[src/rtl/snake_pkg.sv]
// rtl/snake_pkg.sv - grid constants and food placer state type shared by the snake blocks
package snake_pkg;

  localparam int COORD_W       = 8;
  localparam int GRID_W_DEF    = 40;
  localparam int GRID_H_DEF    = 30;
  localparam int MAX_TRIES_DEF = 16;

  typedef enum logic [2:0] {
    ST_IDLE,
    ST_SAMPLE,
    ST_WAIT_R,
    ST_SCAN,
    ST_SCAN_WAIT
  } food_state_t;

endpackage

[src/rtl/food_placer.sv]
// rtl/food_placer.sv - random food placement with occupancy check, retry and raster-scan fallback
module food_placer
  import snake_pkg::*;
#(
  parameter int GRID_W    = GRID_W_DEF,
  parameter int GRID_H    = GRID_H_DEF,
  parameter int MAX_TRIES = MAX_TRIES_DEF
) (
  input  logic               clock,
  input  logic               reset,
  input  logic               place_req,
  input  logic [COORD_W-1:0] rand_x,
  input  logic [COORD_W-1:0] rand_y,
  output logic               occ_rd_en,
  output logic [COORD_W-1:0] occ_x,
  output logic [COORD_W-1:0] occ_y,
  input  logic               occ_data,
  output logic [COORD_W-1:0] food_x,
  output logic [COORD_W-1:0] food_y,
  output logic               food_valid,
  output logic               busy,
  output logic               grid_full
);

  localparam logic [COORD_W-1:0] W_LIM   = COORD_W'(GRID_W);
  localparam logic [COORD_W-1:0] H_LIM   = COORD_W'(GRID_H);
  localparam logic [COORD_W-1:0] X_LAST  = COORD_W'(GRID_W - 1);
  localparam logic [COORD_W-1:0] Y_LAST  = COORD_W'(GRID_H - 1);
  localparam logic [7:0]         TRY_MAX = 8'(MAX_TRIES);

  food_state_t        state;
  logic [COORD_W-1:0] cand_x, cand_y;
  logic [COORD_W-1:0] scan_x, scan_y;
  logic [7:0]         try_cnt;

  logic               rand_ok, cand_ok, scan_last;
  logic [7:0]         try_inc;
  logic [COORD_W-1:0] scan_nx, scan_ny;

  always_comb begin
    rand_ok   = (rand_x < W_LIM) && (rand_y < H_LIM);
    cand_ok   = (cand_x < W_LIM) && (cand_y < H_LIM);
    try_inc   = (try_cnt == TRY_MAX) ? try_cnt : try_cnt + 8'd1;
    scan_last = (scan_x == X_LAST) && (scan_y == Y_LAST);
    scan_nx   = (scan_x == X_LAST) ? '0 : scan_x + 1'b1;
    scan_ny   = (scan_x == X_LAST) ? scan_y + 1'b1 : scan_y;
  end

  // The random pair is captured on every edge that enters SAMPLE and the read is
  // launched from a register then, so the RAM answers while the FSM sits in WAIT_R.
  always_ff @(posedge clock or posedge reset) begin
    if (reset) begin
      state      <= ST_IDLE;
      cand_x     <= '0;
      cand_y     <= '0;
      scan_x     <= '0;
      scan_y     <= '0;
      try_cnt    <= '0;
      occ_rd_en  <= 1'b0;
      occ_x      <= '0;
      occ_y      <= '0;
      food_x     <= '0;
      food_y     <= '0;
      food_valid <= 1'b0;
      busy       <= 1'b0;
      grid_full  <= 1'b0;
    end else begin
      case (state)
        ST_IDLE: begin
          if (place_req) begin
            food_valid <= 1'b0;
            grid_full  <= 1'b0;
            try_cnt    <= '0;
            busy       <= 1'b1;
            cand_x     <= rand_x;
            cand_y     <= rand_y;
            occ_rd_en  <= rand_ok;
            if (rand_ok) begin
              occ_x <= rand_x;
              occ_y <= rand_y;
            end
            state <= ST_SAMPLE;
          end
        end
        ST_SAMPLE: begin
          try_cnt <= try_inc;
          if (cand_ok) begin
            occ_rd_en <= 1'b0;
            state     <= ST_WAIT_R;
          end else if (try_inc == TRY_MAX) begin
            scan_x    <= '0;
            scan_y    <= '0;
            occ_x     <= '0;
            occ_y     <= '0;
            occ_rd_en <= 1'b1;
            state     <= ST_SCAN;
          end else begin
            cand_x    <= rand_x;
            cand_y    <= rand_y;
            occ_rd_en <= rand_ok;
            if (rand_ok) begin
              occ_x <= rand_x;
              occ_y <= rand_y;
            end
          end
        end
        ST_WAIT_R: begin
          if (!occ_data) begin
            food_x     <= cand_x;
            food_y     <= cand_y;
            food_valid <= 1'b1;
            busy       <= 1'b0;
            state      <= ST_IDLE;
          end else if (try_cnt == TRY_MAX) begin
            scan_x    <= '0;
            scan_y    <= '0;
            occ_x     <= '0;
            occ_y     <= '0;
            occ_rd_en <= 1'b1;
            state     <= ST_SCAN;
          end else begin
            cand_x    <= rand_x;
            cand_y    <= rand_y;
            occ_rd_en <= rand_ok;
            if (rand_ok) begin
              occ_x <= rand_x;
              occ_y <= rand_y;
            end
            state <= ST_SAMPLE;
          end
        end
        ST_SCAN: begin
          occ_rd_en <= 1'b0;
          state     <= ST_SCAN_WAIT;
        end
        ST_SCAN_WAIT: begin
          if (!occ_data) begin
            food_x     <= scan_x;
            food_y     <= scan_y;
            food_valid <= 1'b1;
            busy       <= 1'b0;
            state      <= ST_IDLE;
          end else if (scan_last) begin
            grid_full <= 1'b1;
            busy      <= 1'b0;
            state     <= ST_IDLE;
          end else begin
            scan_x    <= scan_nx;
            scan_y    <= scan_ny;
            occ_x     <= scan_nx;
            occ_y     <= scan_ny;
            occ_rd_en <= 1'b1;
            state     <= ST_SCAN;
          end
        end
        default: state <= ST_IDLE;
      endcase
    end
  end

endmodule

[config.mk]
export PLATFORM = sky130hd
export DESIGN_NAME = food_placer
export DESIGN_NICKNAME = d
export VERILOG_FILES = /design/src/rtl/snake_pkg.sv /design/src/rtl/food_placer.sv
export SDC_FILE = /design/constraint.sdc
export NUM_CORES = 1
export LEC_CHECK = 0
export BUFFER_PORTS_ARGS = -buffer_cell sky130_fd_sc_hd__buf_2
export CAP_MARGIN = 10
export CORE_UTILIZATION = 59
export CTS_BUF_LIST = sky130_fd_sc_hd__clkbuf_2 sky130_fd_sc_hd__clkbuf_4 sky130_fd_sc_hd__clkbuf_8
export DETAILED_ROUTE_END_ITERATION = 10
export GPL_TIMING_DRIVEN = 0
export HOLD_SLACK_MARGIN = 0.03
export PLACE_DENSITY = 0.82
export RECOVER_POWER = 50
export SLEW_MARGIN = 5
export SYNTH_ARGS = -nofsm -noshare
export SYNTH_HDL_FRONTEND = slang
export SYNTH_SLANG_ARGS = --single-unit
[constraint.sdc]
create_clock -name clock -period 3.2 [get_ports clock]
set_input_delay 0.16 -clock clock [delete_from_list [all_inputs] [get_ports clock]]
set_output_delay 0.16 -clock clock [all_outputs]
set_load 0.02 [all_outputs]
==> tab_implementation.tex <==
\begin{tabular}{lr}
\hline
Metric & Value \\
\hline
\multicolumn{2}{l}{\textbf{Power}} \\
\quad Cell-internal power & 2.37 mW \\
\quad Portion of total power attributed to combinational logic & 44.0\% \\
\quad Part of the power in the clock network & 17.8\% \\
\quad Sw frac & 40.9\% \\
\quad Share of power burned in registers & 38.2\% \\
\quad Pwr/cell area & 880 mW/mm² \\
\quad Switch Pwr & 1.64 mW \\
\quad Static Leak & 2.24 nW \\
\quad VDD IR max & 459 µV \\
\multicolumn{2}{l}{\textbf{Global route}} \\
\quad Leftover overflow at the end of global routing & 0 \\
\quad Pin count of the biggest net entering global routing & 45 \\
\quad M3 GR Usage & 3.93\% \\
\quad Wire length of the first global-routing pass & 15.3 mm \\
\quad Most Crowded Layer GR & met2 \\
\quad M2 GR Usage & 43.5\% \\
\quad Global-route met1 utilization & 41.2\% \\
\quad Number of global-route vias before repair & 3078 \\
\quad GRT Total Usage & 28.4\% \\
\quad Initial antenna violation count & 0 \\
\multicolumn{2}{l}{\textbf{Critical path}} \\
\quad CP Data Arrival Time & 3.07 ns \\
\quad Cells traversed along the worst timing path & buf\_2, nor4\_2, nand3\_1, o41ai\_2, a21o\_2, inv\_2, o211a\_1, buf\_6, buf\_6, mux2\_4 \\
\quad Data required time at the worst endpoint & 3.45 ns \\
\quad Crit path max-delay cell type & sky130\_fd\_sc\_hd\_\_o41ai\_2 \\
\quad Critical path capture point type & register \\
\quad Critical path class & register to register \\
\quad CP dominant cell by count & sky130\_fd\_sc\_hd\_\_buf\_6 \\
\quad Maximum cell stage delay along the critical path & 0.55 ns \\
\quad Worst Setup Start Kind & register \\
\quad Critical-path maximum fanout & 10 \\
\multicolumn{2}{l}{\textbf{Route}} \\
\quad Count of vias placed by the detailed router & 3221 \\
\quad Pre-Repair DR Iteration Count & 8 \\
\quad First-iteration detailed-routing DRC count & 256 \\
\quad Routed Antenna Nets & 0 \\
\quad \# DRC & 3 \\
\quad Final wirelength & 9.51 mm \\
\quad Detailed-route wire length per cell & 17.8 µm \\
\quad Vias per cell & 6.02 \\
\multicolumn{2}{l}{\textbf{STA}} \\
\quad Max-slew headroom & -6.33\% \\
\quad Final period demand of the worst path & 2.82 ns \\
\quad Setup slack after layout & 0.376 ns \\
\quad Setup total negative slack & 0 ns \\
\quad Setup repair after global routing missed its margin & false \\
\quad Post-route clock period utilization & 88.2\% \\
\quad Maximum clock frequency & 0.354 GHz \\
\quad Final setup violation count & 0 \\
\quad Number of max-slew violations in the final report & 37 \\
\quad Tightest Pin Transition & 1.59 ns \\
\quad Maximum clock skew at final layout & 0.0146 ns \\
\quad Count of endpoints failing hold in the final timing report & 0 \\
\multicolumn{2}{l}{\textbf{Clocking}} \\
\quad Root buffer cell & sky130\_fd\_sc\_hd\_\_clkbuf\_8 \\
\quad Later-pin clock latency in the skew report & 0.36 ns \\
\quad Number of buffers between clock root and the deepest sink & 2 \\
\quad CTS H-tree lvls & 3 \\
\quad Clock transition at the register clock pins on the worst setup and hold paths after CTS & 0.09 ns \\
\quad Clock tree from TritonCTS & built \\
\quad Clock sink count & 79 \\
\quad CTS-repair resized insts & 0 \\
\quad Inserted Clock Buffers & 9 \\
\multicolumn{2}{l}{\textbf{Finish}} \\
\quad Multi-input gate area in the final layout & 0.00187 mm² \\
\quad Area growth from synthesis to layout & 13.7\% \\
\quad Antenna diode count & 0 \\
\quad Layout cell share with drive strength beyond 1 & 16.4\% \\
\quad Filler cell count in the final layout & 518 \\
\quad Final nets & 478 \\
\quad Area used by sequential logic in the layout & 0.00198 mm² \\
\multicolumn{2}{l}{\textbf{Die}} \\
\quad Total die area & 0.00712 mm² \\
\quad Standard-cell rows & 29 \\
\quad I/O pins & 56 \\
\quad Core area & 0.00646 mm² \\
\quad Die height & 84.4 µm \\
\quad Starting utilization of the core area & 62.0\% \\
\quad Die span in x & 84.4 µm \\
\multicolumn{2}{l}{\textbf{Logic synthesis}} \\
\quad Part of the Yosys area used for sequential elements & 49.3\% \\
\quad Netlist cell types & 53 \\
\quad FFs w/ async S/R, synth & 100\% \\
\quad Synthesis warning total & 0 \\
\quad Synth Net Count & 409 \\
\quad Count of state elements after synthesis & 79 \\
\quad Mean instance size in the synthesized netlist & 10.4 µm² \\
\quad Area of the mapped netlist & 0.00401 mm² \\
\quad Count of flip-flops with a built-in enable after synthesis & 0 \\
\quad Synthesized netlist cell count & 384 \\
\quad Main flop type after synthesis & sky130\_fd\_sc\_hd\_\_dfrtp\_1 \\
\multicolumn{2}{l}{\textbf{Placement}} \\
\quad Final weighted congestion in routability-driven placement & 0.850 \\
\quad DPL Wire Length & 6.81 mm \\
\quad Setup Slack @ Placement & 0.447 ns \\
\quad Count of port buffers added during placement & 55 \\
\multicolumn{2}{l}{\textbf{Run status}} \\
\quad Failing checks & design-rule violations, max-capacitance violations, max-slew violations \\
\quad Outcome & finished, violations left \\
\multicolumn{2}{l}{\textbf{Min path}} \\
\quad Classification of the worst-slack hold path & primary input to register \\
\multicolumn{2}{l}{\textbf{Flow run}} \\
\quad Max Cap Viol & 1 \\
\hline
\end{tabular}
state kept, by name, summed over array words and instances (netlist names):
register    flops
busy            1
cand_y          8
occ_x           8
food_x          8
scan_y          8
occ_rd_en       1
scan_x          8
grid_full       1
occ_y           8
food_y          8
food_valid      1
try_cnt         8
cand_x          8
state           3
worst paths after layout:
check	start	end	slack [ns]	depth (start not counted)
max in group asynchronous	reset	occ_x[3]	0.78	4
min in group asynchronous	reset	food_y[0]	0.72	3
setup / recovery	scan_x[3]	cand_y[1]	0.38	10
hold reg to reg	food_x[2]	food_x[2]	0.48	2
hold / removal	rand_x[2]	occ_x[2]	0.04	2
setup reg to reg	scan_x[3]	cand_y[1]	0.38	10
worst max-delay path, delay by kind of cell, from the launching register on:
family	cells	cell delay, ns
buffers and inverters	4	0.58
DFF	1	0.36
AOI/OAI and AO/OA	3	0.89
muxes	1	0.30
and+or+nand+nor	2	0.58
stage by stage:
step                power, mW  hold WS (ns)  utilization (%)  cell area (µm²)  cells
CTS                      4.05        0.0347             71.4             4610    535
finish                   4.01        0.0383             70.6             4560    535
global placement         3.26         0.392             67.8             4380    516
global route             4.25        0.0414             70.6             4560    535
floorplan                2.84         0.264                -             4010    384
detailed placement       3.33         0.214             68.1             4400    517
logic make-up after synthesis:
logic type | after synthesis | synth area share [%]
compound gates | 94 | 16.2
xor+xnor | 16 | 3.50
flops | 79 | 49.3
mux | 34 | 9.96
fa+ha+maj | 5 | 1.56
buf+inv | 30 | 3.87
simple gates | 126 | 15.6
power by group through the flow:
stage               sequential, mW  clock (mW)  combinational (mW)
detailed placement            1.54           0                1.79
global route                  1.57       0.762                1.92
global placement              1.53           0                1.73
finish                        1.53       0.715                1.76
CTS                           1.52       0.729                1.80
floorplan                     1.70           0                1.14
cells in the mapped netlist, drive strengths merged (3+ instances only):
| cell | number | share of area [%] |
|---|---|---|
| dfrtp | 79 | 49 |
| nand2 | 41 | 3.8 |
| o21ai | 41 | 5.3 |
| nor2 | 34 | 3.2 |
| a21o | 18 | 3.4 |
| mux2 | 17 | 5.7 |
| mux2i | 17 | 4.2 |
| nand3 | 15 | 1.9 |
| inv | 12 | 1.1 |
| buf | 10 | 2.0 |
| xor2 | 10 | 2.2 |
| a21oi | 9 | 1.1 |
| nor3 | 9 | 1.4 |
| a221o | 8 | 2.0 |
| clkbuf | 8 | 0.75 |
| xnor2 | 6 | 1.3 |
| and3 | 5 | 0.78 |
| ha | 5 | 1.6 |
| nand4 | 5 | 0.78 |
| nor4 | 4 | 1.2 |
| nand2b | 3 | 0.47 |
| nand3b | 3 | 0.87 |
placed cells by master, fill, tap and decap left out, drive strengths merged, types with 6 or more instances in the layout:
master	count
xnor2	6
buf	33
a21oi	9
nand3	15
mux2i	17
dfrtp	79
clkbuf	52
nand2	41
mux2	17
o21ai	41
nor2	34
a221o	8
xor2	10
inv	12
a21o	18
nor3	9
repair_timing:
action / CTS / global route
setup buffers: 0 / 0
hold buffers: 2 / 0
hold endpoints to repair: 36 / 0
final cells by class:
class / count / area share, %
well taps: 77 / 2.11
multi-input cells: 275 / 41.1
repair buffers: 58 / 5.71
inverters: 12 / 1.02
flip-flops and latches: 79 / 43.4
clock inverters: 5 / 0.906
plain buffers: 18 / 2.42
clock buffers: 11 / 3.32
per-layer routing:
metal	share of wire, %	routed length [µm]	vias to the layer above
met5	0	0	-
li1	-	-	1505
met2	46	4350	110
met3	5.1	482	16
met1	47	4460	1590
met4	2.3	221	0
(Power assumes the default switching activity.)
